===== src/rtl/uart_rx_cfg.sv =====
// Configurable UART receiver with oversampled, majority-voted bit recovery.
// The frame format and baud divider are captured at the start edge and held for the whole frame.
module uart_rx_cfg #(
    parameter int unsigned OVS   = 16,
    parameter int unsigned DIV_W = 16
) (
    input  logic             Clk,
    input  logic             Rst_n,
    input  logic [DIV_W-1:0] Baud_Div,
    input  logic [1:0]       Data_Bits,
    input  logic [1:0]       Parity_Mode,
    input  logic             Stop2,
    input  logic             Rs232_Rx,
    output logic [7:0]       Rx_Byte,
    output logic             Rx_Done,
    output logic             Parity_Err,
    output logic             Frame_Err,
    output logic             Busy
);

    localparam int unsigned TW = $clog2(OVS);

    localparam logic [TW-1:0] SampA    = TW'(OVS / 2 - 1);
    localparam logic [TW-1:0] SampB    = TW'(OVS / 2);
    localparam logic [TW-1:0] SampC    = TW'(OVS / 2 + 1);
    localparam logic [TW-1:0] TickLast = TW'(OVS - 1);

    localparam logic [2:0] StIdle     = 3'd0;
    localparam logic [2:0] StStart    = 3'd1;
    localparam logic [2:0] StData     = 3'd2;
    localparam logic [2:0] StParity   = 3'd3;
    localparam logic [2:0] StStop     = 3'd4;
    localparam logic [2:0] StWaitHigh = 3'd5;

    // Synchroniser and edge detection
    logic [1:0]       sync_q;
    logic             rx_s;
    logic             rx_prev_q;
    logic [2:0]       sync_vld_q;

    // Frame state
    logic [2:0]       state_q, state_d;
    logic [DIV_W-1:0] baud_q, baud_d;
    logic [DIV_W-1:0] div_cnt_q, div_cnt_d;
    logic [1:0]       data_bits_q, data_bits_d;
    logic [1:0]       par_mode_q, par_mode_d;
    logic             stop2_q, stop2_d;
    logic [TW-1:0]    tick_cnt_q, tick_cnt_d;
    logic             samp_a_q, samp_a_d;
    logic             samp_b_q, samp_b_d;
    logic [2:0]       bit_idx_q, bit_idx_d;
    logic             stop_idx_q, stop_idx_d;
    logic [7:0]       data_q, data_d;
    logic             par_acc_q, par_acc_d;
    logic             perr_q, perr_d;
    logic             ferr_q, ferr_d;

    // Registered outputs
    logic [7:0]       rx_byte_q, rx_byte_d;
    logic             done_q, done_d;
    logic             parity_err_q, parity_err_d;
    logic             frame_err_q, frame_err_d;

    // Decode helpers
    logic             active;
    logic             tick;
    logic             start_det;
    logic             maj_evt;
    logic             end_evt;
    logic             maj;
    logic             last_data;
    logic             par_en;
    logic             final_stop;

    assign rx_s = sync_q[1];

    // sync_vld_q marks when rx_prev_q holds a genuine line sample rather than a reset value,
    // so a line held low through reset release is never mistaken for a start edge.
    always_ff @(posedge Clk or negedge Rst_n) begin
        if (!Rst_n) begin
            sync_q     <= 2'b11;
            rx_prev_q  <= 1'b1;
            sync_vld_q <= 3'b000;
        end else begin
            sync_q     <= {sync_q[0], Rs232_Rx};
            rx_prev_q  <= rx_s;
            sync_vld_q <= {sync_vld_q[1:0], 1'b1};
        end
    end

    assign active     = (state_q == StStart) || (state_q == StData) ||
                        (state_q == StParity) || (state_q == StStop);
    assign tick       = active && (div_cnt_q == baud_q);
    assign start_det  = (state_q == StIdle) && sync_vld_q[2] && rx_prev_q && !rx_s;
    assign maj_evt    = tick && (tick_cnt_q == SampC);
    assign end_evt    = tick && (tick_cnt_q == TickLast);
    assign maj        = (samp_a_q & samp_b_q) | (samp_a_q & rx_s) | (samp_b_q & rx_s);
    assign last_data  = (bit_idx_q == {1'b1, data_bits_q});
    assign par_en     = (par_mode_q == 2'b01) || (par_mode_q == 2'b10);
    assign final_stop = !stop2_q || stop_idx_q;

    always_comb begin
        state_d      = state_q;
        baud_d       = baud_q;
        div_cnt_d    = div_cnt_q;
        data_bits_d  = data_bits_q;
        par_mode_d   = par_mode_q;
        stop2_d      = stop2_q;
        tick_cnt_d   = tick_cnt_q;
        samp_a_d     = samp_a_q;
        samp_b_d     = samp_b_q;
        bit_idx_d    = bit_idx_q;
        stop_idx_d   = stop_idx_q;
        data_d       = data_q;
        par_acc_d    = par_acc_q;
        perr_d       = perr_q;
        ferr_d       = ferr_q;
        rx_byte_d    = rx_byte_q;
        done_d       = 1'b0;
        parity_err_d = parity_err_q;
        frame_err_d  = frame_err_q;

        if (tick) begin
            div_cnt_d  = '0;
            tick_cnt_d = (tick_cnt_q == TickLast) ? '0 : tick_cnt_q + TW'(1);
        end else if (active) begin
            div_cnt_d = div_cnt_q + DIV_W'(1);
        end

        if (tick && (tick_cnt_q == SampA)) begin
            samp_a_d = rx_s;
        end
        if (tick && (tick_cnt_q == SampB)) begin
            samp_b_d = rx_s;
        end

        case (state_q)
            StIdle: begin
                if (start_det) begin
                    baud_d      = Baud_Div;
                    data_bits_d = Data_Bits;
                    par_mode_d  = Parity_Mode;
                    stop2_d     = Stop2;
                    div_cnt_d   = '0;
                    tick_cnt_d  = '0;
                    bit_idx_d   = '0;
                    stop_idx_d  = 1'b0;
                    data_d      = '0;
                    par_acc_d   = 1'b0;
                    perr_d      = 1'b0;
                    ferr_d      = 1'b0;
                    state_d     = StStart;
                end
            end
            StStart: begin
                if (maj_evt && maj) begin
                    state_d = StIdle;
                end else if (end_evt) begin
                    state_d = StData;
                end
            end
            StData: begin
                if (maj_evt) begin
                    data_d[bit_idx_q] = maj;
                    par_acc_d         = par_acc_q ^ maj;
                end
                if (end_evt) begin
                    if (last_data) begin
                        state_d = par_en ? StParity : StStop;
                    end else begin
                        bit_idx_d = bit_idx_q + 3'd1;
                    end
                end
            end
            StParity: begin
                // Odd mode expects the overall XOR to be 1, even mode expects 0.
                if (maj_evt) begin
                    perr_d = par_acc_q ^ maj ^ (par_mode_q == 2'b01);
                end
                if (end_evt) begin
                    state_d = StStop;
                end
            end
            StStop: begin
                if (maj_evt) begin
                    if (!maj) begin
                        ferr_d = 1'b1;
                    end
                    if (final_stop) begin
                        done_d       = 1'b1;
                        rx_byte_d    = data_q;
                        parity_err_d = perr_q;
                        frame_err_d  = ferr_q | !maj;
                        // Leaving mid-bit lets a start edge in the second half of the stop bit count.
                        state_d      = rx_s ? StIdle : StWaitHigh;
                    end
                end else if (end_evt) begin
                    stop_idx_d = 1'b1;
                end
            end
            StWaitHigh: begin
                if (rx_s) begin
                    state_d = StIdle;
                end
            end
            default: begin
                state_d = StIdle;
            end
        endcase
    end

    always_ff @(posedge Clk or negedge Rst_n) begin
        if (!Rst_n) begin
            state_q      <= StIdle;
            baud_q       <= '0;
            div_cnt_q    <= '0;
            data_bits_q  <= '0;
            par_mode_q   <= '0;
            stop2_q      <= 1'b0;
            tick_cnt_q   <= '0;
            samp_a_q     <= 1'b0;
            samp_b_q     <= 1'b0;
            bit_idx_q    <= '0;
            stop_idx_q   <= 1'b0;
            data_q       <= '0;
            par_acc_q    <= 1'b0;
            perr_q       <= 1'b0;
            ferr_q       <= 1'b0;
            rx_byte_q    <= '0;
            done_q       <= 1'b0;
            parity_err_q <= 1'b0;
            frame_err_q  <= 1'b0;
        end else begin
            state_q      <= state_d;
            baud_q       <= baud_d;
            div_cnt_q    <= div_cnt_d;
            data_bits_q  <= data_bits_d;
            par_mode_q   <= par_mode_d;
            stop2_q      <= stop2_d;
            tick_cnt_q   <= tick_cnt_d;
            samp_a_q     <= samp_a_d;
            samp_b_q     <= samp_b_d;
            bit_idx_q    <= bit_idx_d;
            stop_idx_q   <= stop_idx_d;
            data_q       <= data_d;
            par_acc_q    <= par_acc_d;
            perr_q       <= perr_d;
            ferr_q       <= ferr_d;
            rx_byte_q    <= rx_byte_d;
            done_q       <= done_d;
            parity_err_q <= parity_err_d;
            frame_err_q  <= frame_err_d;
        end
    end

    assign Rx_Byte    = rx_byte_q;
    assign Rx_Done    = done_q;
    assign Parity_Err = parity_err_q;
    assign Frame_Err  = frame_err_q;
    assign Busy       = (state_q != StIdle);

endmodule

===== config.mk =====
export PLATFORM = sky130hd
export DESIGN_NAME = uart_rx_cfg
export DESIGN_NICKNAME = d
export VERILOG_FILES = /design/src/rtl/uart_rx_cfg.sv
export SDC_FILE = /design/constraint.sdc
export NUM_CORES = 1
export LEC_CHECK = 0
export CORE_ASPECT_RATIO = 0.7
export CORE_MARGIN = 5
export CORE_UTILIZATION = 50
export DETAILED_ROUTE_END_ITERATION = 10
export PLACE_DENSITY = 0.71
export SETUP_SLACK_MARGIN = 0.3
export SLEW_MARGIN = 20
export SYNTH_ARGS = -nofsm -noshare
export SYNTH_HDL_FRONTEND = slang
export SYNTH_SLANG_ARGS = --single-unit

===== constraint.sdc =====
create_clock -name Clk -period 2.9 [get_ports Clk]
set_clock_uncertainty 0.2 [all_clocks]
set_input_delay 0.725 -clock Clk [delete_from_list [all_inputs] [get_ports Clk]]
set_output_delay 0.725 -clock Clk [all_outputs]
set_load 0.02 [all_outputs]

Word-level counts from Yosys, hierarchy flattened. Index checks and enable logic that the tools add are counted.

Output and inout bits: 12. Logic and storage cells: 137. Register bits: 78. Bits of input ports: 24.

Equality and inequality tests: 27. Multiplexer cells: 44. Add/sub/neg operators: 3. Reduce and logical (&&, ||, !) cells: 31. Bitwise gates (word level): 8. Order comparisons: 2.

Operators by type and width (number): 2-to-1 mux 16 bit (4); 2-to-1 mux 3 bit (14); inequality test 2 bit (second input constant) (13); case mux 3 bit (6 select lines) (1); adder 16 x 1 -> 16 bit (second input constant) (1); equality test 16 bit (1); 2-to-1 mux 4 bit (4); 2-to-1 mux 8 bit (2); case mux 8 bit (2 select lines) (1); equality test 4 bit (second input constant) (3); AND reduction 4 bit (3); 2-to-1 mux 1 bit (11); logical AND 1 bit (10); AND reduction 3 bit (3); bitwise mux 8 bit (1); case mux 1 bit (2 select lines) (4); AND reduction 8 bit (1); equality test 3 x 2 -> 1 bit (second input constant) (2); equality test 3 bit (second input constant) (2); case mux 3 bit (2 select lines) (1); nonzero test 2 bit (3); logical OR 1 bit (5); adder 4 x 1 -> 4 bit (second input constant) (1); equality test 4 x 3 -> 1 bit (second input constant) (1); 16 further kinds (23).

Depth between registers and ports, before layout. Gate-level depths: netlist (run 1).

Depth in word-level cells: 9. Gate-level depth with buffers: 10.

Least setup slack after synthesis (run 1). No wires, ideal clock.

Kind: flip-flop to flip-flop. Start: register state_q[1]. End: register frame_err_q (netlist: Frame_Err). Path buffers: 2. Period minus slack after synthesis: 2.522 ns. Arrival time: 2.197 ns. Cell stages (with the launch flop): 9. Setup slack: 0.378 ns. Path through: dfrtp_1 -> clkbuf_2 -> or3_1 -> and2_1 -> clkbuf_2 -> nand2_2 -> or3_4 -> nor3_4 -> mux2_2.

Longest elaborated chain between the ends: 7. Elaborated cells between the ends (all ways): 10.

RTL lines: from (decl) (RTL line 42) `logic [2:0] state_q, state_d;`; from (signal assigned) (RTL line 214) `state_q <= StIdle;`; from (signal assigned) (RTL line 234) `state_q <= state_d;`; equality test 3 x 1 -> 1 bit / equality test 3 x 2 -> 1 bit (equally long branches) (RTL line 91) `assign active = (state_q == StStart) || (state_q == StData) ||`; logical OR 1 bit (2 in a row) (RTL line 91); logical OR 1 bit (RTL line 92) `(state_q == StParity) || (state_q == StStop);`; logical AND 1 bit (RTL line 93) `assign tick = active && (div_cnt_q == baud_q);`; logical AND 1 bit (RTL line 95) `assign maj_evt = tick && (tick_cnt_q == SampC);`; AND reduction 3 bit (no line) (*); to (signal assigned) (RTL line 252) `frame_err_q <= frame_err_d;`; to (decl) (RTL line 62) `logic frame_err_q, frame_err_d;`.

Every way passes the cells marked *; elsewhere a longest branch is shown, timed or not. A chain may end at the register's enable or synchronous reset.

Final worst setup path (run 1).
Start: register div_cnt_q[9]. End: register rx_byte_q[3] (netlist: Rx_Byte[3]).

Longest elaborated chain between the ends: 4.

RTL lines: from (decl) (RTL line 44) `logic [DIV_W-1:0] div_cnt_q, div_cnt_d;`; from (signal assigned) (RTL line 236) `div_cnt_q <= div_cnt_d;`; equality test 16 bit (RTL line 93); logical AND 1 bit (RTL line 93); logical AND 1 bit (RTL line 95); AND reduction 3 bit (no line); to (signal assigned) (RTL line 249) `rx_byte_q <= rx_byte_d;`; to (decl) (RTL line 59) `logic [7:0] rx_byte_q, rx_byte_d;`.

No other way between the ends.

==> impl_metrics.tcl, run 1 <==
set metrics [dict create \
    final_nets 460 \
    post-route-cell-area_um2 4570 \
    slew_headroom_pct 58.0 \
    yosysMostFrequentCell "nand2_1" \
    path_delay_family "simple AND/OR/NAND/NOR gates" \
    hold_class "primary input to async pin" \
    die_x_um 114 \
    wl_mm 8.36 \
    cp.arrival_ns 2.57 \
    finalCritPeriodShare_pct 87.4 \
    syn_nets 416 \
    crit_path_end_kind "flip-flop" \
    drt_iter0_drc 227 \
    synth_area_um2 3810 \
    fillers 642 \
    grt_use_met1_pct 28.5 \
    syn_to_final_growth_pct 20.0 \
    die-area_um2 9490 \
    ys_seq_area_share_pct 51.4 \
    drc 0 \
    cp_cell_sequence "xor2_1 -> nor4_2 -> nand3_2 -> or3_4 -> nor3_4 -> buf_6 -> mux2_2" \
    antenna_found_initial 0 \
    dr.pass1.iters 4 \
    setup-tns-final_ns 0 \
    synth_flop_cell "dfrtp_1" \
    status "complete, no violations" \
    critical_path.max_stage_delay_ns 0.44 \
    r2r-end "Rx_Byte[3]$_DFFE_PN0P_" \
    powerDensity_nw_per_um2 704 \
    clk_pin_slew_ns 0.08 \
    setup_violations 0 \
    reg2regPathDepth 7 \
    grt_use_met3_pct 5.16 \
    rows 26 \
    grtUsageMet2_pct 26.3 \
    final_cells 533 \
    r2r-start "div_cnt_q[9]$_DFF_PN0_" \
    cap_violations 0 \
    antenna_left 0 \
    peakVddDrop_mv 0.357 \
    antennaDiodeCount 0 \
    coreArea_um2 7350 \
    grt_pass1_vias 2795 \
    grt_max_degree 41 \
    start_kind "flip-flop" \
    yosysTopAreaCell "dfrtp_1" \
    avgRoutedWirePerCell_um 15.7 \
    fin_crit_ns 2.54 \
    portBuffers 35 \
    clk_latency_ns 0.35 \
    grt_overflow 0 \
    viasPerCell 5.41 \
    seq_area_um2 1960 \
    hold_viol_final 0 \
    slew_viol_final 0 \
    yosysUniqueCellTypes 54 \
    p_leak_nw 2.22 \
    synth_seq_cells 78 \
    synthTopCellsByArea "dfrtp_1, nand2_1, xor2_1, mux2_2, nor2_1" \
    ys_async_sr_fraction_pct 100 \
    max_freq_mhz 394 \
    place_inst 514 \
    synthTopCellsByCount "nand2_1, dfrtp_1, nor2_1, xor2_1, mux2_2" \
    numCtsBuffers 9 \
    yosysWarnings 0 \
    num_vias 2881 \
    drive_above_1_share_pct 15.4 \
    multi_input_area_um2 1780 \
    track_usage_pct 18.8 \
    yosys.area.top_type_share_pct 49.3 \
    path_max_fanout 10 \
    cts_tree "done" \
    busiest_layer "met1" \
    gp_congestion 0.920 \
    cts-root-buf "clkbuf_8" \
    syn_avg_cell_area_um2 9.86 \
    cp_slowest_cell "dfrtp_1" \
    hpwl_mm 5.87 \
    crit_buf_inv 1 \
    rsz0062_at_grt "yes" \
    placed_area_um2 4300 \
    start_util_pct 51.8 \
    grt_pass1_wl_mm 14.2 \
    ctsHtreeMaxLevel 3 \
    synth_edf_count 0 \
    worst_pin_slew_ns 0.629 \
    ios 36 \
    synthCells 386 \
    cts.sinks 78 \
    clockBufferDepth 2 \
    crit_type "flip-flop to flip-flop" \
    die_y_um 83.0 \
    critPathRequiredTime_ns 2.94 \
    ff2ff_setup_slack_ns 0.36 \
]
[power breakdown]
group / internal [W] / total [W] / switching (W) / leakage, nW
Clock: 0.000396 / 0.000793 / 0.000396 / 0.0964
Combinational: 0.000406 / 0.000937 / 0.000530 / 1.10
Sequential: 0.00130 / 0.00149 / 0.000190 / 1.02
[sequential cells by signal (all words and copies together), names as in the netlist, 2 cells and up]
signal,count
Rx_Byte,8
state_q,3
sync_vld_q,3
bit_idx_q,3
tick_cnt_q,4
div_cnt_q,16
data_q,8
sync_q,2
baud_q,16
data_bits_q,2
par_mode_q,2
[area by class of cell]
cell class | count | share of cell area, %
Sequential cell | 78 | 42.8
Multi-Input combinational cell | 279 | 39.1
Timing Repair Buffer | 52 | 10.5
Clock buffer | 10 | 2.79
Tap cell | 98 | 2.68
Clock inverter | 6 | 1.34
Inverter | 10 | 0.822
[cells by family (layout without fill, tap and decap cells)]
kind of cell	after synthesis	in the layout	synth area share, %
AND/OR/NAND/NOR	175	175	21.4
flip-flops	78	78	51.4
AO/OA/AOI/OAI	43	43	8.41
XOR/XNOR	36	36	8.28
buffers and inverters	29	78	3.25
multiplexers	17	17	4.93
adder cells (fa/ha/maj)	7	7	2.23
other	1	1	0.0985
[metal layers]
metal  wire length [um]  vias to the layer above
li1                   -                     1397
met1               4160                     1396
met2               3580                       81
met3                558                        7
met4                 60                        0
met5                  0                        -
[cells in the final DEF (no fill, tap or decap), types with 7 or more instances in the layout]
cell type	synthesis	routed
clkbuf_8	0	9
nor3_1	9	9
a41oi_1	8	8
mux2_2	14	14
dfrtp_1	75	74
xor2_1	27	27
inv_1	10	10
clkdlybuf4s50_1	0	33
buf_4	0	17
nor2_1	31	31
nand3_1	8	7
xnor2_1	9	9
nand2_1	86	85
a21o_1	8	8
and3_1	7	7
a21oi_1	7	7
[repair_timing]
action,4_1_cts,5_1_grt
hold endpoints to repair,0,0
pin swaps,3,3
hold buffers,0,0
endpoints found under the setup margin,20,44
gates resized for setup,3,11
setup buffers,1,2
[worst max-delay path by stage]
stage                                start                     end  slack (ns)  depth (start not counted)
CTS                 state_q[1]$_DFFE_PN0P_                    Busy        0.30                          2
detailed placement  div_cnt_q[9]$_DFF_PN0_  Rx_Byte[2]$_DFFE_PN0P_        0.26                          7
floorplan           state_q[1]$_DFFE_PN0P_   Frame_Err$_DFFE_PN0P_        0.38                          8
global placement    div_cnt_q[3]$_DFF_PN0_  Rx_Byte[7]$_DFFE_PN0P_        0.31                          7
global route        div_cnt_q[9]$_DFF_PN0_  Rx_Byte[5]$_DFFE_PN0P_        0.28                          7
finish              div_cnt_q[9]$_DFF_PN0_  Rx_Byte[3]$_DFFE_PN0P_        0.36                          7
[through the flow]
stage / utilization, % / worst slack (ns) / hold WS (ns) / power, W
after floorplan: - / 0.378 / 0.131 / 0.00210
after global placement: 58.5 / 0.311 / 0.131 / 0.00234
after detailed placement: 58.5 / 0.264 / 0.135 / 0.00238
after CTS: 61.3 / 0.299 / 0.147 / 0.00318
after global routing: 62.1 / 0.276 / 0.164 / 0.00343
final: 62.1 / 0.365 / 0.140 / 0.00322
Note: power is estimated with default switching activity, not from simulation.
==> inputs of run 2 (changes only) <==
--- a/config.mk
+++ b/config.mk
@@ -5,6 +5,7 @@
 export SDC_FILE = /design/constraint.sdc
 export NUM_CORES = 1
 export LEC_CHECK = 0
+export CAP_MARGIN = 20
 export CORE_ASPECT_RATIO = 0.7
 export CORE_MARGIN = 5
 export CORE_UTILIZATION = 50
==> results of run 2 <==
No change in the layout: final DEF, timing and power equal those of run 1.
